### src/rtl/pwm_capture_pkg.sv
// ============================================================================
// Module      : pwm_capture_pkg
// Description : Shared types and constants for the PWM capture block.
// Revision    : 1.0 - initial release
// ============================================================================
`default_nettype none

package pwm_capture_pkg;

    typedef enum logic [1:0] {
        IDLE = 2'd0,
        HIGH = 2'd1,
        LOW  = 2'd2
    } state_t;

    localparam int ST_MEAS  = 0;
    localparam int ST_STALL = 1;

endpackage

`default_nettype wire

### src/rtl/pwm_capture_edge_sync.sv
// ============================================================================
// Module      : edge_sync
// Description : Multi-flop synchronizer followed by a rise/fall edge detector.
// Revision    : 1.0 - initial release
// ============================================================================
`default_nettype none

module edge_sync #(
    parameter int SYNC_STAGES = 2
) (
    input  logic clk,
    input  logic rst,
    input  logic d_i,
    output logic level_o,
    output logic rise_o,
    output logic fall_o
);

    logic [SYNC_STAGES-1:0] r_sync;
    logic                   r_prev;
    // Edges are suppressed until the pipeline holds only post-reset samples,
    // so a line already high at reset release never looks like a rising edge.
    logic [SYNC_STAGES:0]   r_fill;
    logic                   w_armed;

    always_ff @(posedge clk) begin
        if (rst) begin
            r_sync <= '0;
            r_prev <= 1'b0;
            r_fill <= '0;
        end else begin
            r_sync <= {r_sync[SYNC_STAGES-2:0], d_i};
            r_prev <= r_sync[SYNC_STAGES-1];
            r_fill <= {r_fill[SYNC_STAGES-1:0], 1'b1};
        end
    end

    assign w_armed = r_fill[SYNC_STAGES];
    assign level_o = r_sync[SYNC_STAGES-1];
    assign rise_o  = w_armed &  r_sync[SYNC_STAGES-1] & ~r_prev;
    assign fall_o  = w_armed & ~r_sync[SYNC_STAGES-1] &  r_prev;

endmodule

`default_nettype wire

### src/rtl/pwm_capture.sv
// ============================================================================
// Module      : pwm_capture
// Description : Measures PWM period and high time in clk cycles, with sticky
//               measurement/stall status and a level interrupt.
// Revision    : 1.0 - initial release
// ============================================================================
`default_nettype none

module pwm_capture
    import pwm_capture_pkg::*;
#(
    parameter int COUNT_W     = 16,
    parameter int SYNC_STAGES = 2
) (
    input  logic               clk,
    input  logic               rst,
    input  logic               en_i,
    input  logic               pwm_i,
    input  logic [1:0]         irq_en_i,
    input  logic [1:0]         irq_clr_i,
    output logic [COUNT_W-1:0] period_o,
    output logic [COUNT_W-1:0] high_o,
    output logic               valid_o,
    output logic               capture_o,
    output logic               stall_o,
    output logic [1:0]         status_o,
    output logic               irq
);

    localparam logic [COUNT_W-1:0] c_cnt_max = '1;

    logic               w_level_unused;
    logic               w_rise;
    logic               w_fall;
    logic               w_sat;
    state_t             r_state;
    state_t             w_next_state;
    logic [COUNT_W-1:0] r_cnt;
    logic [COUNT_W-1:0] r_high_cnt;
    logic [COUNT_W-1:0] r_period;
    logic [COUNT_W-1:0] r_high;
    logic               r_valid;
    logic               r_stall;
    logic [1:0]         r_status;
    logic               r_irq;
    logic [1:0]         w_set;
    logic [1:0]         w_next_status;
    logic               w_cnt_clr;
    logic               w_cnt_load1;
    logic               w_cnt_inc;
    logic               w_take_high;
    logic               w_report;
    logic               w_stall;

    edge_sync #(
        .SYNC_STAGES (SYNC_STAGES)
    ) u_edge_sync (
        .clk     (clk),
        .rst     (rst),
        .d_i     (pwm_i),
        .level_o (w_level_unused),
        .rise_o  (w_rise),
        .fall_o  (w_fall)
    );

    // Saturation takes priority over any edge seen in the same cycle.
    assign w_sat = (r_state != IDLE) && (r_cnt == c_cnt_max);

    always_ff @(posedge clk) begin
        if (rst) begin
            r_state <= IDLE;
        end else begin
            r_state <= w_next_state;
        end
    end

    always_comb begin
        w_next_state = r_state;
        if (!en_i) begin
            w_next_state = IDLE;
        end else begin
            case (r_state)
                IDLE: if (w_rise) w_next_state = HIGH;
                HIGH: begin
                    if (w_sat)       w_next_state = IDLE;
                    else if (w_fall) w_next_state = LOW;
                end
                LOW: begin
                    if (w_sat)       w_next_state = IDLE;
                    else if (w_rise) w_next_state = HIGH;
                end
                default: w_next_state = IDLE;
            endcase
        end
    end

    always_comb begin
        w_cnt_clr   = 1'b0;
        w_cnt_load1 = 1'b0;
        w_cnt_inc   = 1'b0;
        w_take_high = 1'b0;
        w_report    = 1'b0;
        w_stall     = 1'b0;
        if (!en_i) begin
            w_cnt_clr = 1'b1;
        end else begin
            case (r_state)
                IDLE: begin
                    if (w_rise) w_cnt_load1 = 1'b1;
                    else        w_cnt_clr   = 1'b1;
                end
                HIGH: begin
                    if (w_sat) begin
                        w_stall   = 1'b1;
                        w_cnt_clr = 1'b1;
                    end else begin
                        w_cnt_inc   = 1'b1;
                        w_take_high = w_fall;
                    end
                end
                LOW: begin
                    if (w_sat) begin
                        w_stall   = 1'b1;
                        w_cnt_clr = 1'b1;
                    end else if (w_rise) begin
                        w_report    = 1'b1;
                        w_cnt_load1 = 1'b1;
                    end else begin
                        w_cnt_inc = 1'b1;
                    end
                end
                default: w_cnt_clr = 1'b1;
            endcase
        end
    end

    // A set and a clear landing together leave the status bit set.
    always_comb begin
        w_set           = 2'b00;
        w_set[ST_MEAS]  = r_valid;
        w_set[ST_STALL] = r_stall;
        w_next_status   = (r_status & ~irq_clr_i) | w_set;
    end

    always_ff @(posedge clk) begin
        if (rst) begin
            r_cnt      <= '0;
            r_high_cnt <= '0;
            r_period   <= '0;
            r_high     <= '0;
            r_valid    <= 1'b0;
            r_stall    <= 1'b0;
            r_status   <= 2'b00;
            r_irq      <= 1'b0;
        end else begin
            if (w_cnt_clr)        r_cnt <= '0;
            else if (w_cnt_load1) r_cnt <= {{(COUNT_W-1){1'b0}}, 1'b1};
            else if (w_cnt_inc)   r_cnt <= r_cnt + 1'b1;
            if (w_take_high) r_high_cnt <= r_cnt;
            if (w_report) begin
                r_period <= r_cnt;
                r_high   <= r_high_cnt;
            end
            r_valid  <= w_report;
            r_stall  <= w_stall;
            r_status <= w_next_status;
            r_irq    <= |(w_next_status & irq_en_i);
        end
    end

    assign period_o  = r_period;
    assign high_o    = r_high;
    assign valid_o   = r_valid;
    assign capture_o = r_valid;
    assign stall_o   = r_stall;
    assign status_o  = r_status;
    assign irq       = r_irq;

endmodule

`default_nettype wire

### config.mk
export PLATFORM = sky130hd
export DESIGN_NAME = pwm_capture
export DESIGN_NICKNAME = d
export VERILOG_FILES = /design/src/rtl/pwm_capture_pkg.sv /design/src/rtl/pwm_capture_edge_sync.sv /design/src/rtl/pwm_capture.sv
export SDC_FILE = /design/constraint.sdc
export NUM_CORES = 1
export LEC_CHECK = 0
export CORE_MARGIN = 2
export CORE_UTILIZATION = 40
export CTS_CLUSTER_DIAMETER = 100
export DETAILED_ROUTE_END_ITERATION = 8
export PLACE_DENSITY = 0.7
export SLEW_MARGIN = 40
export SYNTH_ARGS = -nofsm -noshare
export SYNTH_HDL_FRONTEND = slang
export SYNTH_SLANG_ARGS = --single-unit
### constraint.sdc
create_clock -name clk -period 2.9 [get_ports clk]
set_clock_uncertainty 0.2 [all_clocks]
set_input_delay 0.58 -clock clk [delete_from_list [all_inputs] [get_ports clk]]
set_output_delay 0.58 -clock clk [all_outputs]
set_load 0.005 [all_outputs]
==> results of run 1 <==
[cell usage after synthesis (4+ instances only)]
master	count	area share [%]
nand3_1	6	0.95
mux2i_1	48	15
nand2_1	11	1.3
nor2_1	62	7.4
nor2b_1	5	0.99
dfxtp_1	77	49
inv_1	7	0.84
clkbuf_1	7	0.84
nand4_1	7	1.4
ha_1	5	2.0
a211oi_1	4	0.95
o21ai_0	7	1.1
xnor2_1	8	2.2
a21oi_1	12	1.9
buf_6	6	2.1
and2_1	4	0.80
buf_4	4	0.95
[cell type report]
cell class              count  area [µm²]  share of cell area [%]
well taps                 102         128                    3.31
flip-flops and latches     77        1540                    40.0
multi-input cells         215        1450                    37.6
repair buffers             52         510                    13.2
inverters                   7        26.3                   0.681
clock buffers              11         141                    3.67
clock inverters             5        58.8                    1.52
[metal layers]
| metal | wire, µm | vias to the layer above | share of wire, % | GRT usage [%] |
|---|---|---|---|---|
| li1 | - | 1194 | - | - |
| met4 | 95 | 0 | 1.5 | 5.64 |
| met2 | 2990 | 59 | 46 | 25.4 |
| met1 | 3080 | 1135 | 48 | 20.3 |
| met5 | 0 | - | 0 | 0 |
| met3 | 278 | 8 | 4.3 | 4.56 |
[critical path: stages (launching register included)]
cell	delay, ns
dfxtp_1	0.51
and4_1	0.29
and4_4	0.38
a21o_1	0.34
o21ai_1	0.12
buf_4	0.20
nor3_1	0.18
[cells in the final DEF (no fill, tap or decap), types with 3 or more instances in the layout]
cell / n
o21ai_0: 7
nand2_1: 11
inv_1: 7
clkbuf_8: 10
nand4_1: 7
a211oi_1: 4
nand3_1: 6
a21oi_1: 12
or4_1: 3
nand3b_1: 3
ha_1: 5
o31ai_1: 3
clkdlybuf4s50_1: 44
mux2i_1: 48
dfxtp_1: 77
nor2_1: 62
buf_4: 6
xnor2_1: 8
nor2b_1: 5
a2111oi_0: 3
and2_1: 4
[power groups by stage]
stage               logic, mW  registers [mW]  clock network, mW
detailed placement     0.0323            1.09                  0
finish                 0.0324            1.06              0.812
global route           0.0359            1.06              0.884
floorplan              0.0198            1.09                  0
global placement       0.0318            1.09                  0
CTS                    0.0324            1.06              0.838
[logic make-up after synthesis]
family / count (synthesis) / synth area share, %
and+or+nand+nor: 114 / 17.7
buffers and inverters: 26 / 5.09
DFF: 77 / 49.0
muxes: 48 / 15.3
AOI/OAI and AO/OA: 40 / 8.71
adders and majority gates: 5 / 1.99
xor gates and xnor gates: 8 / 2.23
[through the flow]
stage	std cells	setup WS, ns	hold slack (ns)
2_1_floorplan	318	0.843	0.214
3_3_place_gp	453	0.385	0.223
3_5_place_dp	453	0.322	0.222
4_1_cts	469	0.613	0.241
5_1_grt	469	0.458	0.252
6_report	469	0.610	0.239
[state kept, by name, indices dropped and copies added, names as in the netlist]
name	count
high_o	16
period_o	16
r_cnt	16
r_high_cnt	16
u_edge_sync.r_fill	3
r_state	2
status_o	2
u_edge_sync.r_sync	2
capture_o	1
irq	1
stall_o	1
u_edge_sync.r_prev	1
[path summary, 6_finish.rpt]
check	startpoint	to	slack [ns]	cells past startpoint
setup / recovery	r_cnt[3]$_SDFFE_PP0P_	r_cnt[2]$_SDFFE_PP0P_	0.61	6
hold / removal	u_edge_sync.r_fill[1]$_SDFF_PP0_	u_edge_sync.r_fill[2]$_SDFF_PP0_	0.24	1
setup reg to reg	r_cnt[3]$_SDFFE_PP0P_	r_cnt[2]$_SDFFE_PP0P_	0.61	6
hold reg to reg	u_edge_sync.r_fill[1]$_SDFF_PP0_	u_edge_sync.r_fill[2]$_SDFF_PP0_	0.24	1
==> flow_metrics.env, run 1 <==
export IMPL_power_switching_mw=0.411
export IMPL_dr_pass1_iters=4
export IMPL_rsz0062_at_grt="no"
export IMPL_synth_edf_count=0
export IMPL_async_flop_share_pct=0
export IMPL_syn_area_um2=3150
export IMPL_layout_drive_gt1_share_pct=8.17
export IMPL_grt_max_degree=57
export IMPL_final_nets=375
export IMPL_die_area_um2=8590
export IMPL_endpoint_kind="register"
export IMPL_pwr_share_clk_pct=42.6
export IMPL_ys_warn_count=0
export IMPL_port_buffer_count=45
export IMPL_fin_crit_sh_pct=79.0
export IMPL_finalCriticalPeriod_ns=2.29
export IMPL_cts_tree="yes"
export IMPL_fin_area_um2=3860
export IMPL_drc=0
export IMPL_cap_violations=0
export IMPL_via_count=2396
export IMPL_core_region_area_um2=7690
export IMPL_worstPathMaxFanout=16
export IMPL_fin_util_pct=50.2
export IMPL_irDropWorstVdd_mv=0.424
export IMPL_yosysUniqueCellTypes=41
export IMPL_hpwlAfterDp_um=4320
export IMPL_wirelength_um=6450
export IMPL_rows=32
export IMPL_setup_worst_path_class="register to register"
export IMPL_ys_seq_area_share_pct=49.0
export IMPL_cts_resized=0
export IMPL_cts_buffers=9
export IMPL_start_util_pct=40.9
export IMPL_p_int_mw=1.50
export IMPL_routabilityCongestion=0.892
export IMPL_finalHoldViolations=0
export IMPL_antenna_found_initial=0
export IMPL_synthesis_instances=318
export IMPL_ios=46
export IMPL_nFillCells=737
export IMPL_dieWidth_um=92.7
export IMPL_tns_ns=0
export IMPL_track_usage_pct=15.8
export IMPL_power_frac_seq_pct=55.7
export IMPL_overflow=0
export IMPL_postCtsSetupRepairBufs=0
export IMPL_crit_required_ns=2.97
export IMPL_grt_pass1_vias=2296
export IMPL_powerDensity_nw_per_um2=494
export IMPL_synthesis_nets=331
export IMPL_startpoint_type="register"
export IMPL_viasPerCell=5.11
export IMPL_combPwrFrac_pct=1.7
export IMPL_die_h_um=92.7
export IMPL_grt_pass1_wl_um=10800
export IMPL_critPathArrivalTime_ns=2.36
export IMPL_drtIter0Drc=179
export IMPL_synth_ff_type="dfxtp_1"
export IMPL_max_freq_mhz=437
export IMPL_antenna_cells=0
export IMPL_cts_hold_buf=0
export IMPL_post_drt_wl_per_cell_um=13.8
export IMPL_syn_avg_cell_area_um2=9.89
export IMPL_min_path_type="register to register"
export IMPL_drtAntennaViolNets=0
export IMPL_p_total_mw=1.91
export IMPL_cts_root_buf="clkbuf_8"
export IMPL_area_delta_synth_final_pct=22.6
export IMPL_switching_share_pct=21.6
export IMPL_place_area_um2=3660
export IMPL_p_leak_nw=1.23
export IMPL_cts_path_max_buffers=2
export IMPL_clkTransAtPathRegs_ns=0.08
export IMPL_worstMarginPinSlew_ns=0.546
export IMPL_status="finished clean"
export IMPL_setup_viol=0
export IMPL_slew_headroom_pct=63.6
export IMPL_slew_violations=0
export IMPL_ys_ff_latch=77
export IMPL_clk_latency_ns=0.34
export IMPL_cts_sinks=77
export IMPL_cts_htree_levels=3
Note: power is estimated with default switching activity, not from simulation.
==> inputs of run 2 (changes only) <==
--- a/config.mk
+++ b/config.mk
@@ -9,7 +9,7 @@
 export CORE_UTILIZATION = 40
 export CTS_CLUSTER_DIAMETER = 100
 export DETAILED_ROUTE_END_ITERATION = 8
-export PLACE_DENSITY = 0.7
+export PLACE_DENSITY = 0.72
 export SLEW_MARGIN = 40
 export SYNTH_ARGS = -nofsm -noshare
 export SYNTH_HDL_FRONTEND = slang
==> constraint.sdc (replaced) <==
create_clock -name clk -period 1.9 [get_ports clk]
set_clock_uncertainty 0.2 [all_clocks]
set_input_delay 0.38 -clock clk [delete_from_list [all_inputs] [get_ports clk]]
set_output_delay 0.38 -clock clk [all_outputs]
set_load 0.005 [all_outputs]
==> run 2 against run 1 <==
Effect of this change: the run now ends with setup timing left; first-iteration DRC count decreased by 8.4%; worst setup slack got worse by 0.84 ns; sequential cell count unchanged; worst hold slack improved by 0.0019 ns; wire length increased by 34%; largest cell class is now multi-input gates; fmax increased by 7.5%; highest routed layer unchanged; sequential share of layout area decreased by 7.0 points; global-route usage increased by 2.9 points.
==> flow_metrics.env, run 2 (synthesis gave the netlist of run 1 again) <==
export IMPL_startpoint_type="register"
export IMPL_pwr_share_clk_pct=39.2
export IMPL_die_area_um2=8590
export IMPL_cts_buffers=9
export IMPL_power_switching_mw=0.654
export IMPL_clk_latency_ns=0.35
export IMPL_place_area_um2=4000
export IMPL_power_frac_seq_pct=58.5
export IMPL_min_from="u_edge_sync.r_sync[0]$_SDFF_PP0_"
export IMPL_start_util_pct=40.9
export IMPL_p_int_mw=2.12
export IMPL_final_nets=441
export IMPL_overflow=0
export IMPL_max_freq_mhz=470
export IMPL_postLayoutSetupSlackWorst_ns=-0.229
export IMPL_hold_end="u_edge_sync.r_sync[1]$_SDFF_PP0_"
export IMPL_fin_area_um2=4710
export IMPL_antenna_cells=0
export IMPL_failed_checks="setup timing"
export IMPL_tns_ns=-5.25
export IMPL_p_leak_nw=1.63
export IMPL_holdWs_ns=0.241
export IMPL_finalHoldViolations=0
export IMPL_routabilityCongestion=0.840
export IMPL_hold_depth=1
export IMPL_rr_worst_depth=9
export IMPL_cts_htree_levels=3
export IMPL_worstMarginPinSlew_ns=0.559
export IMPL_final_common_cell="dfxtp_1"
export IMPL_cts_tree="yes"
export IMPL_wirelength_um=8640
export IMPL_path_cells="inv_2, ha_4, o21a_1, buf_4, buf_6, nand3b_1, a211oi_2, xnor2_1, nor2_1"
export IMPL_slew_violations=0
export IMPL_core_region_area_um2=7690
export IMPL_cts_path_max_buffers=2
export IMPL_r2r_start="r_state[0]$_SDFFE_PP0P_"
export IMPL_post_drt_wl_per_cell_um=16.2
export IMPL_irDropWorstVdd_mv=0.527
export IMPL_port_buffer_count=45
export IMPL_final_cell_mix="dfxtp_1, nor2_1, buf_4"
export IMPL_status="finished, violations left"
export IMPL_drc=0
export IMPL_worstPathMaxFanout=4
export IMPL_antenna_found_initial=0
export IMPL_crit_required_ns=1.93
export IMPL_cts_root_buf="clkbuf_8"
export IMPL_grt_pass1_wl_um=12600
export IMPL_dieWidth_um=92.7
export IMPL_layout_drive_gt1_share_pct=30.3
export IMPL_cts_sinks=77
export IMPL_combPwrFrac_pct=2.3
export IMPL_setup_viol=62
export IMPL_powerDensity_nw_per_um2=589
export IMPL_area_delta_synth_final_pct=49.6
export IMPL_endpoint_kind="register"
export IMPL_switching_share_pct=23.6
export IMPL_drtIter0Drc=164
export IMPL_p_total_mw=2.77
export IMPL_rows=32
export IMPL_min_path_type="register to register"
export IMPL_rsz0062_at_grt="yes"
export IMPL_viasPerCell=5.17
export IMPL_die_h_um=92.7
export IMPL_clkTransAtPathRegs_ns=0.08
export IMPL_fin_util_pct=61.2
export IMPL_dr_pass1_iters=4
export IMPL_finalCriticalPeriod_ns=2.13
export IMPL_cts_hold_buf=0
export IMPL_r2r_end="r_cnt[7]$_SDFFE_PP0P_"
export IMPL_ios=46
export IMPL_slowest_delay_ns=0.36
export IMPL_critPathArrivalTime_ns=2.16
export IMPL_grt_pass1_vias=2635
export IMPL_cap_violations=0
export IMPL_grt_max_degree=57
export IMPL_setup_worst_path_class="register to register"
export IMPL_hpwlAfterDp_um=4690
export IMPL_drtAntennaViolNets=0
export IMPL_worst_path_max_delay_cell="dfxtp_2"
export IMPL_track_usage_pct=18.7
export IMPL_reg2reg_slack_ns=-0.23
export IMPL_via_count=2762
export IMPL_fin_crit_sh_pct=112
export IMPL_slew_headroom_pct=62.7
==> run 2: worst max path at each step <==
stage | cells after the start | from | to
after floorplan | 8 | r_cnt[9]$_SDFFE_PP0P_ | r_high_cnt[10]$_SDFFE_PP0P_
after global placement | 5 | en_i | r_cnt[11]$_SDFFE_PP0P_
after detailed placement | 6 | en_i | r_cnt[7]$_SDFFE_PP0P_
after CTS | 7 | r_state[0]$_SDFFE_PP0P_ | r_cnt[10]$_SDFFE_PP0P_
after global routing | 9 | r_state[0]$_SDFFE_PP0P_ | r_cnt[13]$_SDFFE_PP0P_
final | 9 | r_state[0]$_SDFFE_PP0P_ | r_cnt[7]$_SDFFE_PP0P_
==> run 2: power groups by stage <==
stage               registers, mW  clock network, mW  logic, mW
floorplan                    1.66                  0     0.0308
global placement             1.66                  0     0.0548
detailed placement           1.66                  0     0.0553
CTS                          1.62               1.10     0.0568
global route                 1.62               1.18     0.0695
finish                       1.62               1.09     0.0639
==> run 2: per-stage QoR <==
step,setup slack (ns),std cells
floorplan,-0.140,318
global placement,-0.371,493
detailed placement,-0.435,493
CTS,-0.145,522
global route,-0.315,534
finish,-0.229,534
==> run 2: timing repair <==
| action | CTS | global route |
|---|---|---|
| setup endpoints to repair | 63 | 64 |
| gates cloned | 4 | 2 |
| pin swaps | 12 | 19 |
| buffers inserted | 10 | 12 |
| gates resized for setup | 20 | 33 |
| endpoints found under the hold margin | 0 | 0 |
==> run 2: layout make-up <==
cell class	count	area (µm²)
flip-flops and latches	77	1550
fillers	609	2980
repair buffers	117	1170
multi-input cells	216	1670
clock buffers	10	128
well taps	102	128
inverters	7	26.3
clock inverters	5	37.5
==> run 2: metal layers <==
layer	vias up	routed length [µm]	GRT usage, %
met4	0	188	6.50
met5	-	0	0
met3	16	402	4.64
met1	1342	3900	24.0
li1	1323	-	-
met2	81	4150	30.7
==> run 2: critical path, delay by kind of cell (launching register included) <==
kind | cells | cell delay (ns)
compound gates | 2 | 0.42
xor+xnor | 1 | 0.19
fa+ha+maj | 1 | 0.26
buf+inv | 3 | 0.29
flops | 1 | 0.36
simple gates | 2 | 0.29
==> inputs of run 3 (changes only) <==
--- a/config.mk
+++ b/config.mk
@@ -5,6 +5,7 @@
 export SDC_FILE = /design/constraint.sdc
 export NUM_CORES = 1
 export LEC_CHECK = 0
+export CAP_MARGIN = 40
 export CORE_MARGIN = 2
 export CORE_UTILIZATION = 40
 export CTS_CLUSTER_DIAMETER = 100
==> results of run 3 <==
Same layout as run 2: the final DEF is identical, and so are final timing and power.
==> RTL edit (config.mk and constraints of run 3) <==
Register the output `status_o` once more, cleared by the reset; this adds one clock of latency there. The other outputs are not delayed to match.
--- a/src/rtl/pwm_capture.sv
+++ b/src/rtl/pwm_capture.sv
@@ -173,7 +173,13 @@
     assign valid_o   = r_valid;
     assign capture_o = r_valid;
     assign stall_o   = r_stall;
-    assign status_o  = r_status;
+    always_ff @(posedge clk) begin
+        if (rst) begin
+            status_o <= '0;
+        end else begin
+            status_o <= r_status;
+        end
+    end
     assign irq       = r_irq;
 
 endmodule
Behaviour: not the same (Yosys sat finds a counterexample within 10 cycles, from zero or initial values and one cycle with rst high).
==> RTL edit against run 3 <==
- the run still ends with setup timing left
- die area shrank 0.81%
- final area rose by 1.6%
- area after synthesis down 0.84%
- maximum frequency decreased by 1.9%
- sequential cell count grew 2
- critical path depth is 1 higher
- final cell count up 8.4%
- count of clock-buffer cells in the layout unchanged
- worst setup slack got worse by 0.040 ns
- wire length up 5.3%
- power grew 8.8%
- core utilization rose by 1.3 points
- largest power group unchanged
==> RTL edit: results (changes against run 3) <==
| Metric | Value |
|---|---|
| Final setup viols | `66 (+6.5%)` |
| Starting DRT DRC Count | `202 (+23%)` |
| Hold crit path type | `in2reg` |
| Via count | `3076 (+11%)` |
| Synth Area in Compound Gates | `0.134 (+0.0473)` |
| Leak | `1.65 nW (+1.1%)` |
| Worst-Margin Slew | `0.737 ns (+0.178 ns)` |
| First-pass GRT wire length | `14100 um (+12%)` |
| Net Sw Power | `682 uW (+4.2%)` |
| Largest net degree at the start of global routing | `59 (+3.5%)` |
| Worst-path fanout max | `12 (+8)` |
| Most frequent cell after synthesis | `nand2_1` |
| XOR/XNOR Fraction of Synth Area | `0.0197 (-0.00262)` |
| GPL Wtd Cong | `0.877 (+4.4%)` |
| Most frequent cells after synthesis | `nand2_1 (104), dfxtp_1 (79), a21oi_1 (57), nor2_1 (19), o21ai_0 (12)` |
| Gr usage total | `0.210 (+0.0228)` |
| Adder-Cell Fraction of Synth Area | `0.0201 (+0.000168)` |
| Final WL | `9100 um (+5.3%)` |
| Failing checks | `setup timing` |
| Post-synthesis sequential area ratio | `0.507 (+0.0170)` |
| Slack of the critical path | `-0.270 ns (-0.0404 ns)` |
| Layout cells sized above 1 | `0.369 (+0.0657)` |
| Vias in the first global route | `2935 (+11%)` |
| Outcome | `finished, violations left` |
| HPWL Detailed | `5330 um (+14%)` |
| Clk pwr share | `0.424 (+0.032)` |
| Nets@finish | `485 (+10%)` |
| Synth top area cells | `dfxtp_1 (51%), nand2_1 (13%), a21oi_1 (9.1%)` |
| CP delay by family, top | `simple AND/OR/NAND/NOR gates` |
| Slowest cell delay on critical path | `0.34 ns (-0.02 ns)` |
| Peak supply drop | `0.000350 V (-34%)` |
| Syn_nets | `387 (+17%)` |
RTL edit: cell count changes in the layout (fill, tap and decap cells not counted), sizes merged, moves of 9 or more:
cell / run 3 / this run
nor2: 62 / 19
buf: 72 / 63
mux2i: 48 / 3
nand2: 11 / 105
a21oi: 13 / 57
RTL edit: per-layer routing:
| metal | global-route usage | vias to the layer above | part of all wire |
|---|---|---|---|
| li1 | - | 1472 | - |
| met1 | 0.256 | 1490 | 0.42 |
| met2 | 0.348 | 97 | 0.51 |
| met3 | 0.0464 | 17 | 0.046 |
| met4 | 0.104 | 0 | 0.028 |
| met5 | 0 | - | 0 |
RTL edit: worst paths after layout:
| path | start | to | slack, ns | cells past startpoint |
|---|---|---|---|---|
| worst min-delay path | rst | u_edge_sync.r_fill[0] | 0.01 | 2 |
| worst max-delay path | r_state[0] | high_o[6] | -0.27 | 10 |
| worst min register to register | u_edge_sync.r_sync[0] | u_edge_sync.r_sync[1] | 0.25 | 1 |
| worst max register to register | r_state[0] | high_o[6] | -0.27 | 10 |
RTL edit: layout make-up:
cell class	count	area, um2
inverters	6	22.5
repair buffers	109	1060
multi-input cells	267	1780
clock buffers	10	138
clock inverters	6	68.8
flip-flops and latches	79	1590
fillers	632	2870
well taps	102	128
RTL edit: per-stage QoR:
step,worst slack (ns),total power [mW],instance area [um2],cells,hold slack (ns)
detailed placement,-0.332,1.76,4030,552,0.232
global placement,-0.301,1.76,4030,552,0.221
finish,-0.270,3.02,4780,579,0.0139
CTS,-0.214,3.03,4460,574,0.00759
global route,-0.365,3.12,4780,579,0.0118
floorplan,-0.136,1.73,3140,374,0.214
RTL edit: what timing repair did:
action	in CTS	in global routing
pin swaps	36	37
buffers inserted	2	3
cloned	4	2
setup endpoints to repair	67	67
resized for setup	48	67
